## src/rtl/mod10_cascade_ctrl.sv

```systemverilog
// Run controller for a cascade of DIGITS mod-10 (BCD) counter stages.
// Latches a BCD target on start, drives the ripple enables and stops the
// cascade exactly at the target. Supports pause and abort.
module mod10_cascade_ctrl #(
  parameter int unsigned DIGITS = 2
) (
  input  logic                  clk_in,
  input  logic                  reset_in,
  input  logic                  start_in,
  input  logic [4*DIGITS-1:0]   target_in,
  input  logic                  pause_in,
  input  logic                  abort_in,
  output logic [4*DIGITS-1:0]   count_out,
  output logic [DIGITS-1:0]     digit_en_out,
  output logic                  busy_out,
  output logic                  done_out,
  output logic                  err_out
);

  typedef enum logic [1:0] {
    IDLE  = 2'd0,
    RUN   = 2'd1,
    PAUSE = 2'd2,
    DONE  = 2'd3
  } state_t;

  state_t              state;
  state_t              state_nxt;
  logic [4*DIGITS-1:0] count_q;
  logic [4*DIGITS-1:0] count_nxt;
  logic [4*DIGITS-1:0] count_inc;
  logic [4*DIGITS-1:0] target_q;
  logic [4*DIGITS-1:0] target_nxt;
  logic [DIGITS-1:0]   digit_en;
  logic                err_q;
  logic                err_nxt;
  logic                target_ok;

  // A start target is usable only if every nibble is a valid BCD digit
  always_comb begin
    target_ok = 1'b1;
    for (int unsigned k = 0; k < DIGITS; k++) begin
      if (target_in[4*k +: 4] > 4'd9) begin
        target_ok = 1'b0;
      end
    end
  end

  // Ripple enable chain; a running carry variable keeps the chain acyclic
  always_comb begin
    logic carry;
    carry = (state == RUN) && !pause_in && !abort_in;
    digit_en = '0;
    for (int unsigned k = 0; k < DIGITS; k++) begin
      if (k > 0) begin
        carry = carry && (count_q[4*(k-1) +: 4] == 4'd9);
      end
      digit_en[k] = carry;
    end
  end

  // Incremented cascade value: enabled digits step mod 10, others hold
  always_comb begin
    count_inc = count_q;
    for (int unsigned k = 0; k < DIGITS; k++) begin
      if (digit_en[k]) begin
        if (count_q[4*k +: 4] == 4'd9) begin
          count_inc[4*k +: 4] = 4'd0;
        end else begin
          count_inc[4*k +: 4] = count_q[4*k +: 4] + 4'd1;
        end
      end
    end
  end

  // State register
  always_ff @(posedge clk_in or negedge reset_in) begin
    if (!reset_in) begin
      state <= IDLE;
    end else begin
      state <= state_nxt;
    end
  end

  // Next-state logic; abort outranks pause, pause outranks counting
  always_comb begin
    state_nxt = state;
    unique case (state)
      IDLE: begin
        if (start_in && target_ok) begin
          state_nxt = (target_in == '0) ? DONE : RUN;
        end
      end
      RUN: begin
        if (abort_in) begin
          state_nxt = IDLE;
        end else if (pause_in) begin
          state_nxt = PAUSE;
        end else if (count_inc == target_q) begin
          state_nxt = DONE;
        end
      end
      PAUSE: begin
        if (abort_in) begin
          state_nxt = IDLE;
        end else if (!pause_in) begin
          state_nxt = RUN;
        end
      end
      DONE: begin
        state_nxt = IDLE;
      end
      default: begin
        state_nxt = IDLE;
      end
    endcase
  end

  // Datapath next values: count, latched target and start-error flag
  always_comb begin
    count_nxt  = count_q;
    target_nxt = target_q;
    err_nxt    = 1'b0;
    if (state == IDLE && start_in) begin
      if (target_ok) begin
        count_nxt  = '0;
        target_nxt = target_in;
      end else begin
        err_nxt = 1'b1;
      end
    end else if (state == RUN) begin
      count_nxt = count_inc;
    end
  end

  // Datapath registers
  always_ff @(posedge clk_in or negedge reset_in) begin
    if (!reset_in) begin
      count_q  <= '0;
      target_q <= '0;
      err_q    <= 1'b0;
    end else begin
      count_q  <= count_nxt;
      target_q <= target_nxt;
      err_q    <= err_nxt;
    end
  end

  // Output decode from registered state and flags
  always_comb begin
    count_out    = count_q;
    digit_en_out = digit_en;
    busy_out     = (state == RUN) || (state == PAUSE);
    done_out     = (state == DONE);
    err_out      = err_q;
  end

endmodule

```

## config.mk

```make
export PLATFORM = sky130hd
export DESIGN_NAME = mod10_cascade_ctrl
export DESIGN_NICKNAME = d
export VERILOG_FILES = /design/src/rtl/mod10_cascade_ctrl.sv
export SDC_FILE = /design/constraint.sdc
export NUM_CORES = 1
export LEC_CHECK = 0
export ABC_CLOCK_PERIOD_IN_PS = 4050
export BUFFER_PORTS_ARGS = -buffer_cell sky130_fd_sc_hd__buf_4
export CELL_PAD_IN_SITES_DETAIL_PLACEMENT = 1
export CELL_PAD_IN_SITES_GLOBAL_PLACEMENT = 1
export CORE_MARGIN = 4
export CORE_UTILIZATION = 45
export DETAILED_ROUTE_END_ITERATION = 10
export PLACE_DENSITY_LB_ADDON = 0.1
export SYNTH_ARGS = -nofsm -noshare
export SYNTH_HDL_FRONTEND = slang
export SYNTH_SLANG_ARGS = --single-unit
```

## constraint.sdc

```tcl
create_clock -name clk_in -period 4.05 [get_ports clk_in]
set_input_delay 0.2025 -clock clk_in [delete_from_list [all_inputs] [get_ports clk_in]]
set_output_delay 0.2025 -clock clk_in [all_outputs]
set_load 0.01 [all_outputs]
```

Word level (Yosys, flattened, before mapping)
Cells that the tools add are included.
{ "op_classes": {"add_sub_neg": 2, "magnitude_cmp": 2, "n_eq_ne": 10, "muxes": 19, "n_reduce_logical": 14} }
{ "ops": {"columns": ["operator", "n"], "rows": [
  ["8-bit 2-to-1 mux", 3],
  ["4-bit 2-to-1 mux", 4],
  ["2-bit 2-to-1 mux", 7],
  ["4-bit by 1-bit adder with 4-bit output (second input constant)", 2],
  ["4-bit == test (second input constant)", 2],
  ["8-bit == test", 1],
  ["4-bit greater-than comparator (second input constant)", 2],
  ["8-bit zero test", 1],
  ["2-bit case mux with 4 select lines", 1],
  ["1-bit logical AND", 5],
  ["2-bit == test (second input constant)", 2],
  ["1-bit 2-to-1 mux", 4],
  ["2-bit inequality test (second input constant)", 2],
  ["4-bit inequality test (second input constant)", 1],
  ["2-bit AND reduction", 2],
  ["3-bit inequality test (second input constant)", 1],
  ["3-bit AND reduction", 1],
  ["2-bit by 1-bit == test with 1-bit output (second input constant)", 1],
  ["1-bit zero test", 2],
  ["2-bit zero test", 1],
  ["2-bit nonzero test", 1],
  ["1-bit logical OR", 1]
]} }
{ "totals": {"regBits": 19, "inputBits": 13, "output_inout_bits": 13, "word_cells": 51} }

Logic depth before layout (Yosys ltp)
Gate-level depths: netlist of run 1.
{ "logic_depth": {"depth_word": 10, "mapped_depth": 12} }

Least setup slack after synthesis of run 1
OpenSTA, ideal clock, no wires.
{ "synth_path": {"path_type": "reg-to-reg", "start": "reg state[1]", "end": "reg state[1]", "setup_time_ns": 0.082, "t_arrival_ns": 2.321, "slack_ns": 1.647, "path_stages_with_launch": 11, "period_less_slack_ns": 2.403, "path_cell_list": "dfrtp_1 > inv_1 > ha_1 > or3b_4 > buf_6 > nor4_4 > o21ai_2 > a2111oi_4 > and3_1 > a221oi_1 > a31oi_1"} }
{ "synth_via": {"elab_chain_cells": 8, "word_cells_on_any_way": 15, "classes_between": "eq/ne (7); mux (3); reduce/logical (5)"} }
{ "synth_rtl": {"columns": ["element", "line", "rtl"], "rows": [
  ["from (decl)", "27", "state_t state;"],
  ["from (signal assigned)", "81", "state <= state_nxt;"],
  ["2-bit by 1-bit == test with 1-bit output", "52, 88", null],
  ["1-bit logical AND (2 in a row)", "52", "carry = (state == RUN) && !pause_in && !abort_in;"],
  ["1-bit logical AND", "56", "carry = carry && (count_q[4*(k-1) +: 4] == 4'd9);"],
  ["4-bit 2-to-1 mux", "66", "if (digit_en[k]) begin"],
  ["8-bit == test", "99", "end else if (count_inc == target_q) begin"],
  ["4-bit inequality test (no source line)", null, null],
  ["3-bit AND reduction (no source line)", null, null]
]} }
Several ways; a longest one is shown, not always the timed one.
A chain may end at the register's enable or synchronous reset.

Worst setup path in the final report of run 1
Ends and elaborated chain as after synthesis.

==> metrics.txt, run 1 <==
# TYPE chip_impl_metric gauge
chip_impl_metric{name="intPower",unit="W"} 0.000469
chip_impl_metric{name="global_route.overflow_total",unit=""} 0
chip_impl_metric{name="top_area_cell_type_share_of_the_netlist_area",unit="%"} 33.7
chip_impl_info{name="critPathLaunchType",value="flip-flop"} 1
chip_impl_metric{name="finalPower",unit="W"} 0.000809
chip_impl_metric{name="multi_input_comb_area",unit="sq um"} 852
chip_impl_metric{name="clkLatencyLatePin",unit="ps"} 310
chip_impl_metric{name="via_count_of_the_first_global_routing_pass",unit=""} 1364
chip_impl_info{name="crit_start",value="state[1]$_DFFE_PN0P_"} 1
chip_impl_metric{name="coreArea",unit="sq mm"} 0.00303
chip_impl_metric{name="synth.ff_latch_count",unit=""} 19
chip_impl_metric{name="post-route-util",unit="%"} 54.3
chip_impl_metric{name="start_util",unit="%"} 46.6
chip_impl_metric{name="detail_route.first_pass.iterations",unit=""} 4
chip_impl_metric{name="cts_repair_resize_count",unit=""} 0
chip_impl_metric{name="swShare",unit="%"} 42.0
chip_impl_info{name="synthFlopType",value="sky130_fd_sc_hd__dfrtp_1"} 1
chip_impl_metric{name="cts_buffers",unit=""} 3
chip_impl_info{name="yosysTopAreaCell",value="sky130_fd_sc_hd__dfrtp_1"} 1
chip_impl_metric{name="htree_num_levels",unit=""} 1
chip_impl_metric{name="final_hold_viol_count",unit=""} 0
chip_impl_metric{name="regArea",unit="sq um"} 475
chip_impl_metric{name="gp_congestion",unit=""} 0.868
chip_impl_metric{name="drive_above_1_share",unit="%"} 26.6
chip_impl_metric{name="post_drt_wl_per_cell",unit="microns"} 17.7
chip_impl_metric{name="cts.sinks",unit=""} 19
chip_impl_info{name="grt_setup_unrepaired",value="false"} 1
chip_impl_metric{name="cp.required",unit="ps"} 4230
chip_impl_metric{name="final_nets",unit=""} 192
chip_impl_metric{name="top_achievable_clock_speed",unit="GHz"} 0.345
chip_impl_metric{name="post-cts-setup-buffers",unit=""} 0
chip_impl_metric{name="cellPowerDensity",unit="mW/mm^2"} 492
chip_impl_metric{name="final.period_utilization",unit="%"} 71.5
chip_impl_metric{name="synth_edf_count",unit=""} 0
chip_impl_info{name="worstSetupEndpoint",value="state[1]$_DFFE_PN0P_"} 1
chip_impl_metric{name="route.final.wire_length",unit="mm"} 3.76
chip_impl_metric{name="share_comb_of_total_power",unit="%"} 49.7
chip_impl_info{name="worst_hold_path_type",value="input port to flip-flop"} 1
chip_impl_info{name="setup.worst_path.class",value="flip-flop to flip-flop"} 1
chip_impl_metric{name="synth.yosys.warnings",unit=""} 0
chip_impl_metric{name="remaining_routing_drc_violations",unit=""} 0
chip_impl_info{name="status",value="complete, no violations"} 1
chip_impl_metric{name="fp.dieW",unit="microns"} 64.0
chip_impl_metric{name="fin_setup_tns",unit="ps"} 0
chip_impl_metric{name="port_buffers",unit=""} 25
chip_impl_metric{name="drt_iter0_drc",unit=""} 50
chip_impl_metric{name="die_y",unit="microns"} 64.0
chip_impl_metric{name="timing.max_slew.rel_slack",unit="%"} 67.8
chip_impl_metric{name="clkPwrFrac",unit="%"} 12.7
chip_impl_metric{name="crit_path_max_fanout",unit=""} 13
chip_impl_metric{name="floorplan.rows",unit=""} 20
chip_impl_metric{name="worst-r2r-setup-slack",unit="ps"} 1150
chip_impl_metric{name="leakage_component_of_the_power",unit="nW"} 0.723
chip_impl_metric{name="hpwlAfterDp",unit="mm"} 2.94
chip_impl_metric{name="globalRouteTotalUtil",unit="%"} 20.0
chip_impl_info{name="synth_top_cells_by_area",value="sky130_fd_sc_hd__dfrtp_1 34%, sky130_fd_sc_hd__ha_1 8.0%, sky130_fd_sc_hd__mux2_2 7.2%"} 1
chip_impl_metric{name="tightest_slew",unit="ps"} 482
chip_impl_metric{name="finClkSkew",unit="ps"} 2.17
chip_impl_metric{name="syn-num-nets",unit=""} 169
chip_impl_metric{name="grt_max_degree",unit=""} 20
chip_impl_info{name="synth_commonest_cells",value="19 x sky130_fd_sc_hd__dfrtp_1, 9 x sky130_fd_sc_hd__ha_1, 9 x sky130_fd_sc_hd__mux2_2, 9 x sky130_fd_sc_hd__nand2_1"} 1
chip_impl_metric{name="async_reset_ff_share",unit="%"} 100
chip_impl_info{name="worst_r2r_startpoint",value="state[1]$_DFFE_PN0P_"} 1
chip_impl_metric{name="vias",unit=""} 1263
chip_impl_metric{name="synth_area_per_cell",unit="sq um"} 9.59
chip_impl_metric{name="max-clock-path-buffers",unit=""} 2
chip_impl_info{name="root_buffer",value="sky130_fd_sc_hd__clkbuf_4"} 1
chip_impl_metric{name="sequentialPowerShare",unit="%"} 37.7
chip_impl_metric{name="shortest_clock_period_the_worst_path_allows_after_layout",unit="ps"} 2900
chip_impl_metric{name="layout_fillers",unit=""} 348
chip_impl_metric{name="area_overhead_of_the_layout_relative_to_synthesis",unit="%"} 16.6
chip_impl_metric{name="drv_cap",unit=""} 0
chip_impl_metric{name="synth.yosys.seq_area_share",unit="%"} 33.7
chip_impl_metric{name="insertedDiodeCount",unit=""} 0
chip_impl_metric{name="drt-vias-per-instance",unit=""} 5.93
chip_impl_metric{name="reg2reg_depth",unit=""} 10
chip_impl_metric{name="clk_pin_slew_worst_paths",unit="ps"} 110
chip_impl_info{name="worstSetupEndpointType",value="flip-flop"} 1
chip_impl_info{name="synth.most_common_cell",value="sky130_fd_sc_hd__dfrtp_1"} 1
chip_impl_metric{name="ant_nets",unit=""} 0
chip_impl_metric{name="cp_data_arrival_time",unit="ps"} 3080
chip_impl_metric{name="grt_pass1_wl",unit="mm"} 6.48
chip_impl_metric{name="irDropWorstVdd",unit="mV"} 0.254
chip_impl_metric{name="timing_max_transition_violations_final",unit=""} 0
chip_impl_metric{name="synth.cell_area",unit="sq mm"} 0.00141
chip_impl_metric{name="total_switching_power",unit="W"} 0.000340
chip_impl_metric{name="setup_violations",unit=""} 0
chip_impl_metric{name="num_io_pins",unit=""} 26
chip_impl_metric{name="synthDistinctLibCells",unit=""} 50
chip_impl_metric{name="antenna_found_initial",unit=""} 0
chip_impl_info{name="capturing_point_of_the_worst_reg2reg_path",value="state[1]$_DFFE_PN0P_"} 1
chip_impl_metric{name="die_area",unit="sq mm"} 0.00409
chip_impl_metric{name="synthCells",unit=""} 147
chip_impl_info{name="tritoncts_clock_tree",value="yes"} 1
-- power groups by stage --
| stage | clock network, W | logic (W) | registers, W |
|---|---|---|---|
| floorplan | 0 | 0.000290 | 0.000293 |
| global placement | 0 | 0.000380 | 0.000303 |
| detailed placement | 0 | 0.000402 | 0.000307 |
| CTS | 0.000105 | 0.000405 | 0.000303 |
| global route | 0.000117 | 0.000445 | 0.000313 |
| finish | 0.000102 | 0.000402 | 0.000305 |
-- cell type report --
| cell class | count | share of cell area [%] |
|---|---|---|
| Multi-Input combinational cell | 110 | 51.8 |
| Timing Repair Buffer | 26 | 12.0 |
| Clock buffer | 4 | 1.60 |
| Inverter | 10 | 2.28 |
| Sequential cell | 19 | 28.9 |
| Tap cell | 44 | 3.35 |
-- cell families (layout without fill, tap and decap cells) --
logic type               after synthesis  in the layout  share of synthesized area [%]
AND/OR/NAND/NOR                       44             44                           18.6
multiplexers                          10             10                           7.90
AO/OA/AOI/OAI                         42             42                           22.8
buffers and inverters                 18             40                           5.86
adder cells (fa/ha/maj)                9              9                           7.99
XOR/XNOR                               5              5                           3.11
flip-flops                            19             19                           33.7
-- placed cells by master, fill, tap and decap left out, types with 2 or more instances in the layout --
cell type | synthesis | routed
sky130_fd_sc_hd__buf_4 | 1 | 25
sky130_fd_sc_hd__dfrtp_1 | 19 | 19
sky130_fd_sc_hd__nand2_1 | 9 | 9
sky130_fd_sc_hd__mux2_2 | 9 | 9
sky130_fd_sc_hd__ha_1 | 9 | 9
sky130_fd_sc_hd__inv_1 | 8 | 8
sky130_fd_sc_hd__o21ai_0 | 8 | 8
sky130_fd_sc_hd__nor2_1 | 8 | 8
sky130_fd_sc_hd__a21oi_1 | 6 | 6
sky130_fd_sc_hd__nand3_1 | 4 | 4
sky130_fd_sc_hd__a22o_1 | 4 | 4
sky130_fd_sc_hd__o41ai_1 | 4 | 4
sky130_fd_sc_hd__nor2b_1 | 3 | 3
sky130_fd_sc_hd__a22oi_1 | 3 | 3
sky130_fd_sc_hd__o211ai_1 | 3 | 3
sky130_fd_sc_hd__xnor2_1 | 3 | 3
sky130_fd_sc_hd__nor3_1 | 3 | 3
sky130_fd_sc_hd__clkbuf_4 | 0 | 3
sky130_fd_sc_hd__and3b_1 | 2 | 2
sky130_fd_sc_hd__nand3b_1 | 2 | 2
sky130_fd_sc_hd__xor2_1 | 2 | 2
sky130_fd_sc_hd__and3_1 | 2 | 2
sky130_fd_sc_hd__nor3b_1 | 2 | 2
sky130_fd_sc_hd__nor4_1 | 2 | 2
sky130_fd_sc_hd__a31oi_1 | 2 | 2
-- state kept, by name, summed over array words and instances, names as in the netlist --
register	cells
count_out	8
err_out	1
state	2
target_q	8
-- worst max-delay path, cell delays in order, from the launching register on --
cell	delay [ps]
sky130_fd_sc_hd__dfrtp_1	430
sky130_fd_sc_hd__inv_1	120
sky130_fd_sc_hd__ha_1	220
sky130_fd_sc_hd__or3b_4	490
sky130_fd_sc_hd__inv_2	200
sky130_fd_sc_hd__o21ai_0	180
sky130_fd_sc_hd__a211oi_1	430
sky130_fd_sc_hd__a2111oi_4	80
sky130_fd_sc_hd__and3_1	200
sky130_fd_sc_hd__a221oi_1	330
sky130_fd_sc_hd__a31oi_1	100
-- per-layer routing --
metal	track usage [%]	wire length [microns]
met5	0	0
met4	8.89	110
met3	3.51	144
met2	33.5	1870
met1	24.8	1630
-- how the worst min path moves through the flow --
stage / slack [ps] / from / end / cells past startpoint
after floorplan: -90 / reset_in / count_out[0]$_DFFE_PN0P_ / 0
after CTS: 130 / target_in[1] / target_q[1]$_DFFE_PN0P_ / 2
after global routing: 130 / target_in[1] / target_q[1]$_DFFE_PN0P_ / 2
after detailed placement: 100 / reset_in / count_out[1]$_DFFE_PN0P_ / 1
after global placement: 90 / reset_in / count_out[2]$_DFFE_PN0P_ / 1
final: 130 / target_in[1] / target_q[1]$_DFFE_PN0P_ / 2
-- metrics by stage --
step / area (sq um) / setup WS (ps) / hold slack [ps] / cells
6_report: 1640 / 1150 / 132 / 213
5_1_grt: 1640 / 992 / 128 / 213
4_1_cts: 1640 / 1160 / 126 / 213
3_5_place_dp: 1610 / 1180 / 95.6 / 208
3_3_place_gp: 1610 / 1380 / 88.8 / 208
2_1_floorplan: 1410 / 1650 / -93.1 / 147
-- repair_timing --
action / 4_1_cts / 5_1_grt
hold buffers: 1 / 0
endpoints found under the setup margin: 0 / 0
hold endpoints to repair: 19 / 0
Note: power is estimated with default switching activity, not from simulation.
==> inputs of run 2 (changes only) <==
ABC_CLOCK_PERIOD_IN_PS = 2400   (was 4050)
CORE_UTILIZATION = 38   (was 45)
clock period = 2.4 ns   (was 4.05 ns; I/O delays follow)
==> run 2 against run 1 <==
Net effect:
- clock skew about the same
- largest cell class unchanged
- the run now ends with negative setup slack left
- setup slack worse by 1200 ps
- final cell count increased by 15%
- first-iteration DRC count is 48% higher
- via count is 9.1% higher
- critical endpoint is now state[0]$_DFFE_PN0P_
- routed wire length increased by 25%
==> metrics.txt, run 2 (same netlist as run 1, synthesis figures left out) <==
# TYPE chip_impl_metric gauge
chip_impl_metric{name="cp_bufs_invs",unit=""} 3
chip_impl_info{name="capturing_point_of_the_worst_reg2reg_path",value="state[0]$_DFFE_PN0P_"} 1
chip_impl_metric{name="share_comb_of_total_power",unit="%"} 55.5
chip_impl_metric{name="grt_max_degree",unit=""} 20
chip_impl_info{name="root_buffer",value="sky130_fd_sc_hd__clkbuf_8"} 1
chip_impl_metric{name="leakage_component_of_the_power",unit="nW"} 0.896
chip_impl_info{name="tritoncts_clock_tree",value="yes"} 1
chip_impl_metric{name="final_nets",unit=""} 223
chip_impl_metric{name="ant_nets",unit=""} 0
chip_impl_info{name="busiest_layer",value="met2"} 1
chip_impl_metric{name="insertedDiodeCount",unit=""} 0
chip_impl_metric{name="antenna_found_initial",unit=""} 0
chip_impl_metric{name="top_achievable_clock_speed",unit="GHz"} 0.405
chip_impl_metric{name="grt_util_met1",unit="%"} 26.3
chip_impl_metric{name="coreArea",unit="sq mm"} 0.00347
chip_impl_metric{name="num_io_pins",unit=""} 26
chip_impl_metric{name="setup_violations",unit=""} 2
chip_impl_metric{name="die_y",unit="microns"} 68.9
chip_impl_metric{name="clkPwrFrac",unit="%"} 14.3
chip_impl_metric{name="fin_setup_tns",unit="ps"} -111
chip_impl_info{name="grt_setup_unrepaired",value="true"} 1
chip_impl_metric{name="vias",unit=""} 1378
chip_impl_metric{name="gp_congestion",unit=""} 0.884
chip_impl_info{name="mostFrequentLayoutCell",value="sky130_fd_sc_hd__buf_4"} 1
chip_impl_metric{name="irDropWorstVdd",unit="mV"} 0.558
chip_impl_metric{name="globalRouteTotalUtil",unit="%"} 21.2
chip_impl_metric{name="htree_num_levels",unit=""} 1
chip_impl_metric{name="finalWorstSetupSlack",unit="ps"} -68.7
chip_impl_metric{name="crit_path_max_fanout",unit=""} 5
chip_impl_metric{name="via_count_of_the_first_global_routing_pass",unit=""} 1430
chip_impl_metric{name="cts.sinks",unit=""} 19
chip_impl_metric{name="min_path_cells",unit=""} 2
chip_impl_metric{name="shortest_clock_period_the_worst_path_allows_after_layout",unit="ps"} 2470
chip_impl_metric{name="remaining_routing_drc_violations",unit=""} 0
chip_impl_metric{name="hpwlAfterDp",unit="mm"} 3.34
chip_impl_info{name="worst_hold_path_type",value="input port to flip-flop"} 1
chip_impl_info{name="hp-start",value="target_in[0]"} 1
chip_impl_metric{name="finClkSkew",unit="ps"} 2.31
chip_impl_metric{name="timing.max_slew.rel_slack",unit="%"} 70.4
chip_impl_metric{name="detail_route.first_pass.iterations",unit=""} 4
chip_impl_metric{name="route.final.wire_length",unit="mm"} 4.70
chip_impl_metric{name="sequentialPowerShare",unit="%"} 30.2
chip_impl_info{name="cpMostUsedCell",value="sky130_fd_sc_hd__buf_4"} 1
chip_impl_metric{name="clkLatencyLatePin",unit="ps"} 260
chip_impl_metric{name="max-clock-path-buffers",unit=""} 2
chip_impl_metric{name="drt_iter0_drc",unit=""} 74
chip_impl_metric{name="post_drt_wl_per_cell",unit="microns"} 19.1
chip_impl_info{name="violations",value="negative setup slack"} 1
chip_impl_metric{name="clk_pin_slew_worst_paths",unit="ps"} 80
chip_impl_metric{name="cellPowerDensity",unit="mW/mm^2"} 834
chip_impl_metric{name="drt-vias-per-instance",unit=""} 5.60
chip_impl_info{name="worstPathCellList",value="ha_4, or3b_4, buf_6, nor4_4, buf_4, or3_4, a2111oi_4, buf_4, a311oi_2, nor3_1"} 1
chip_impl_metric{name="start_util",unit="%"} 40.7
chip_impl_metric{name="global_route.overflow_total",unit=""} 0
chip_impl_metric{name="place.detailed.instances",unit=""} 233
chip_impl_info{name="worstHoldEndpoint",value="target_q[0]$_DFFE_PN0P_"} 1
chip_impl_info{name="critPathLaunchType",value="flip-flop"} 1
chip_impl_metric{name="final_cell_count_no_fill",unit=""} 246
chip_impl_metric{name="cell_area_placed",unit="sq mm"} 0.00179
chip_impl_metric{name="floorplan.rows",unit=""} 21
chip_impl_metric{name="worst-r2r-setup-slack",unit="ps"} -70
chip_impl_info{name="timing.critical_path.max_delay_family",value="simple AND/OR/NAND/NOR gates"} 1
chip_impl_metric{name="use_met3",unit="%"} 4.21
chip_impl_info{name="max_stage_delay_cell_worst_path",value="sky130_fd_sc_hd__dfrtp_1"} 1
chip_impl_metric{name="final_cell_area_excluding_filler_cells",unit="sq mm"} 0.00201
chip_impl_metric{name="area_overhead_of_the_layout_relative_to_synthesis",unit="%"} 42.6
chip_impl_metric{name="port_buffers",unit=""} 25
chip_impl_metric{name="post-route-util",unit="%"} 58.0
chip_impl_metric{name="cp.required",unit="ps"} 2570
chip_impl_metric{name="final_hold_viol_count",unit=""} 0
chip_impl_metric{name="final.period_utilization",unit="%"} 103
chip_impl_metric{name="cp_data_arrival_time",unit="ps"} 2640
chip_impl_metric{name="reg2reg_depth",unit=""} 10
chip_impl_metric{name="finalPower",unit="W"} 0.00168
chip_impl_metric{name="swShare",unit="%"} 41.0
chip_impl_metric{name="drv_cap",unit=""} 0
chip_impl_info{name="worstSetupEndpointType",value="flip-flop"} 1
chip_impl_metric{name="total_switching_power",unit="W"} 0.000687
chip_impl_metric{name="tightest_slew",unit="ps"} 444
chip_impl_info{name="mostFrequentLayoutCells",value="53 x sky130_fd_sc_hd__buf_4, 19 x sky130_fd_sc_hd__dfrtp_1, 9 x sky130_fd_sc_hd__nand2_1, 9 x sky130_fd_sc_hd__mux2_2"} 1
chip_impl_info{name="setup.worst_path.class",value="flip-flop to flip-flop"} 1
chip_impl_metric{name="cts_buffers",unit=""} 3
chip_impl_metric{name="intPower",unit="W"} 0.000989
chip_impl_info{name="status",value="complete, but fails checks"} 1
chip_impl_metric{name="drive_above_1_share",unit="%"} 47.0
chip_impl_metric{name="grt_pass1_wl",unit="mm"} 7.34
chip_impl_metric{name="timing_max_transition_violations_final",unit=""} 0
chip_impl_metric{name="critical-path-max-stage-delay",unit="ps"} 420
chip_impl_metric{name="gr-usage-met2",unit="%"} 37.9
chip_impl_metric{name="die_area",unit="sq mm"} 0.00475
chip_impl_info{name="worst_r2r_startpoint",value="state[0]$_DFFE_PN0P_"} 1
chip_impl_metric{name="fp.dieW",unit="microns"} 68.9
-- run 2: area by class of cell --
class / instances / area, sq um
Clock inverter: 1 / 5.00
Tap cell: 46 / 57.6
Timing Repair Buffer: 57 / 442
Fill cell: 408 / 1460
Multi-Input combinational cell: 110 / 950
Clock buffer: 3 / 41.3
Inverter: 10 / 40.0
Sequential cell: 19 / 475
-- run 2: worst max-delay path by stage --
stage | start | end | slack (ps) | depth (start not counted)
after detailed placement | state[1]$_DFFE_PN0P_ | state[1]$_DFFE_PN0P_ | -150 | 12
after global routing | state[1]$_DFFE_PN0P_ | state[0]$_DFFE_PN0P_ | -210 | 10
after global placement | state[1]$_DFFE_PN0P_ | state[1]$_DFFE_PN0P_ | -60 | 12
final | state[0]$_DFFE_PN0P_ | state[0]$_DFFE_PN0P_ | -70 | 10
after floorplan | state[1]$_DFFE_PN0P_ | state[1]$_DFFE_PN0P_ | 9 | 10
after CTS | state[1]$_DFFE_PN0P_ | state[1]$_DFFE_PN0P_ | -40 | 10
-- run 2: per-stage QoR --
stage	hold slack (ps)	worst slack, ps
2_1_floorplan	-176	9.37
3_3_place_gp	15.5	-59.0
3_5_place_dp	17.7	-151
4_1_cts	96.2	-40.9
5_1_grt	89.8	-210
6_report	98.8	-68.7
-- run 2: metal layers --
layer  part of all wire [%]  wire, microns
met2                     52           2440
met3                    4.0            189
met5                      0              0
met4                   0.72             34
met1                     43           2040
-- run 2: timing repair --
item / CTS / global route
setup endpoints to repair: 2 / 2
hold buffers: 1 / 0
buffers inserted: 2 / 6
pin swaps: 8 / 6
endpoints found under the hold margin: 19 / 0
resized for setup: 12 / 12
-- run 2: power by group through the flow --
| stage | registers (W) | logic [W] | clock network, W |
|---|---|---|---|
| finish | 0.000506 | 0.000931 | 0.000240 |
| global route | 0.000519 | 0.00101 | 0.000259 |
| CTS | 0.000494 | 0.000845 | 0.000242 |
| global placement | 0.000491 | 0.000761 | 0 |
| detailed placement | 0.000499 | 0.000804 | 0 |
| floorplan | 0.000494 | 0.000491 | 0 |
==> inputs of run 3 (changes only) <==
CORE_ASPECT_RATIO = 1.5   (was default)
==> run 3 against run 2 <==
Net effect:
- routed wire length down 8.5%
- the run still ends with negative setup slack left
- combinational power is 6.3% lower
- critical endpoint is now state[1]$_DFFE_PN0P_
- sequential power shrank 2%
==> metrics.txt, run 3 (same netlist as run 1, synthesis figures left out) <==
# TYPE chip_impl_metric gauge
chip_impl_info{name="status",value="complete, but fails checks"} 1
chip_impl_info{name="violations",value="negative setup slack"} 1
chip_impl_metric{name="antenna_found_initial",unit=""} 0
chip_impl_metric{name="crit_path_max_fanout",unit=""} 5
chip_impl_info{name="mostFrequentLayoutCell",value="sky130_fd_sc_hd__buf_4"} 1
chip_impl_metric{name="top_achievable_clock_speed",unit="GHz"} 0.404
chip_impl_metric{name="leakage_component_of_the_power",unit="nW"} 0.851
chip_impl_metric{name="placement.setup.worst_slack",unit="ps"} -95.5
chip_impl_metric{name="cts_buffers",unit=""} 3
chip_impl_metric{name="final_hold_viol_count",unit=""} 0
chip_impl_info{name="tritoncts_clock_tree",value="yes"} 1
chip_impl_info{name="worst_hold_path_type",value="input port to flip-flop"} 1
chip_impl_metric{name="ant_nets",unit=""} 0
chip_impl_metric{name="globalRouteTotalUtil",unit="%"} 19.8
chip_impl_info{name="critPathLaunchType",value="flip-flop"} 1
chip_impl_metric{name="clk_pin_slew_worst_paths",unit="ps"} 70
chip_impl_metric{name="coreArea",unit="sq mm"} 0.00348
chip_impl_metric{name="insertedDiodeCount",unit=""} 0
chip_impl_metric{name="drive_above_1_share",unit="%"} 40.1
chip_impl_info{name="setup.worst_path.class",value="flip-flop to flip-flop"} 1
chip_impl_metric{name="timing.max_slew.rel_slack",unit="%"} 70.1
chip_impl_info{name="grt_setup_unrepaired",value="true"} 1
chip_impl_info{name="root_buffer",value="sky130_fd_sc_hd__clkbuf_8"} 1
chip_impl_metric{name="cell_area_placed",unit="sq mm"} 0.00176
chip_impl_metric{name="cellPowerDensity",unit="mW/mm^2"} 836
chip_impl_metric{name="grt_max_degree",unit=""} 20
chip_impl_metric{name="cts.sinks",unit=""} 19
chip_impl_metric{name="finClkSkew",unit="ps"} 2.44
chip_impl_metric{name="fp.dieW",unit="microns"} 57.7
chip_impl_metric{name="fin_setup_tns",unit="ps"} -72.8
chip_impl_metric{name="detail_route.first_pass.iterations",unit=""} 4
chip_impl_metric{name="vias",unit=""} 1352
chip_impl_metric{name="htree_num_levels",unit=""} 1
chip_impl_metric{name="final.period_utilization",unit="%"} 103
chip_impl_metric{name="final_nets",unit=""} 215
chip_impl_metric{name="final_cell_area_excluding_filler_cells",unit="sq mm"} 0.00191
chip_impl_metric{name="timing_max_transition_violations_final",unit=""} 0
chip_impl_metric{name="post_drt_wl_per_cell",unit="microns"} 18.4
chip_impl_metric{name="cp.required",unit="ps"} 2580
chip_impl_metric{name="setup_violations",unit=""} 1
chip_impl_metric{name="remaining_routing_drc_violations",unit=""} 0
chip_impl_metric{name="layout_fillers",unit=""} 422
chip_impl_metric{name="finalPower",unit="W"} 0.00159
chip_impl_metric{name="via_count_of_the_first_global_routing_pass",unit=""} 1530
chip_impl_metric{name="irDropWorstVdd",unit="mV"} 0.485
chip_impl_metric{name="area_overhead_of_the_layout_relative_to_synthesis",unit="%"} 35.1
chip_impl_metric{name="global_route.overflow_total",unit=""} 0
chip_impl_metric{name="drv_cap",unit=""} 0
chip_impl_metric{name="hpwlAfterDp",unit="mm"} 3.33
chip_impl_metric{name="clkLatencyLatePin",unit="ps"} 260
chip_impl_metric{name="route.final.wire_length",unit="mm"} 4.30
chip_impl_metric{name="num_io_pins",unit=""} 26
chip_impl_metric{name="shortest_clock_period_the_worst_path_allows_after_layout",unit="ps"} 2470
chip_impl_metric{name="floorplan.rows",unit=""} 26
chip_impl_metric{name="gp_congestion",unit=""} 0.816
chip_impl_info{name="worstSetupEndpointType",value="flip-flop"} 1
chip_impl_metric{name="die_area",unit="sq mm"} 0.00477
chip_impl_metric{name="drt-vias-per-instance",unit=""} 5.78
chip_impl_metric{name="start_util",unit="%"} 40.5
chip_impl_metric{name="tightest_slew",unit="ps"} 447
chip_impl_metric{name="die_y",unit="microns"} 82.6
chip_impl_metric{name="grt_pass1_wl",unit="mm"} 7.26
chip_impl_metric{name="post-route-util",unit="%"} 54.7
chip_impl_info{name="mostFrequentLayoutCells",value="46 x sky130_fd_sc_hd__buf_4, 19 x sky130_fd_sc_hd__dfrtp_1, 9 x sky130_fd_sc_hd__nand2_1, 9 x sky130_fd_sc_hd__mux2_2"} 1
chip_impl_metric{name="port_buffers",unit=""} 25
chip_impl_metric{name="cp_data_arrival_time",unit="ps"} 2650
chip_impl_metric{name="drt_iter0_drc",unit=""} 31
chip_impl_metric{name="finalWorstSetupSlack",unit="ps"} -72.8
chip_impl_metric{name="max-clock-path-buffers",unit=""} 2
-- run 3: repair_timing --
action                     4_1_cts  5_1_grt
setup endpoints to repair        2        2
hold endpoints to repair        19        0
pin swaps                        7        3
setup buffers                    3        1
hold buffers                     1        0
gates resized for setup         11        2
-- run 3: power breakdown --
group	leakage (nW)	internal [W]	switching (W)
logic	0.584	0.000427	0.000445
registers	0.245	0.000418	0.0000768
clock network	0.0228	0.000118	0.000109
-- run 3: per-layer routing --
layer | wire length [microns] | share of wire (%) | vias to the layer above | GRT usage, %
li1 | - | - | 638 | -
met1 | 1680 | 39 | 684 | 20.8
met2 | 2450 | 57 | 24 | 40.2
met3 | 136 | 3.2 | 6 | 2.33
met5 | 0 | 0 | - | 0
met4 | 37 | 0.86 | 0 | 5.57
-- run 3: worst paths after layout --
kind                                            end  depth (start not counted)               startpoint  slack [ps]
setup reg to reg               state[1]$_DFFE_PN0P_                         10     state[1]$_DFFE_PN0P_         -70
hold reg to reg             target_q[2]$_DFFE_PN0P_                          1  target_q[2]$_DFFE_PN0P_         510
setup / recovery               state[1]$_DFFE_PN0P_                         10     state[1]$_DFFE_PN0P_         -70
min in group asynchronous  count_out[7]$_DFFE_PN0P_                          2                 reset_in         280
hold / removal              target_q[1]$_DFFE_PN0P_                          2             target_in[1]         110
max in group asynchronous   target_q[0]$_DFFE_PN0P_                          2                 reset_in        1900
-- run 3: cell type report --
cell class / instances / area [sq um] / area share, %
tap: 42 / 52.6 / 2.76
timing repair buffer: 49 / 387 / 20.3
inverter: 10 / 42.5 / 2.23
multi-input combinational: 110 / 903 / 47.4
sequential: 19 / 475 / 25.0
clock buffer: 4 / 45.0 / 2.36
-- run 3: per-stage QoR --
step / hold slack, ps / std cells
2_1_floorplan: -176 / 147
3_3_place_gp: 14.7 / 225
3_5_place_dp: 17.5 / 225
4_1_cts: 105 / 233
5_1_grt: 100 / 234
6_report: 107 / 234
-- run 3: critical path: stages, from the launching register on --
cell and delay [ps]:
sky130_fd_sc_hd__dfrtp_1 420, sky130_fd_sc_hd__inv_2 100, sky130_fd_sc_hd__ha_4 130, sky130_fd_sc_hd__or3b_4 410, sky130_fd_sc_hd__inv_6 100, sky130_fd_sc_hd__a21boi_2 60, sky130_fd_sc_hd__or3_4 340, sky130_fd_sc_hd__a2111oi_4 390
sky130_fd_sc_hd__and3_1 200, sky130_fd_sc_hd__a221oi_1 80, sky130_fd_sc_hd__a31oi_1 150
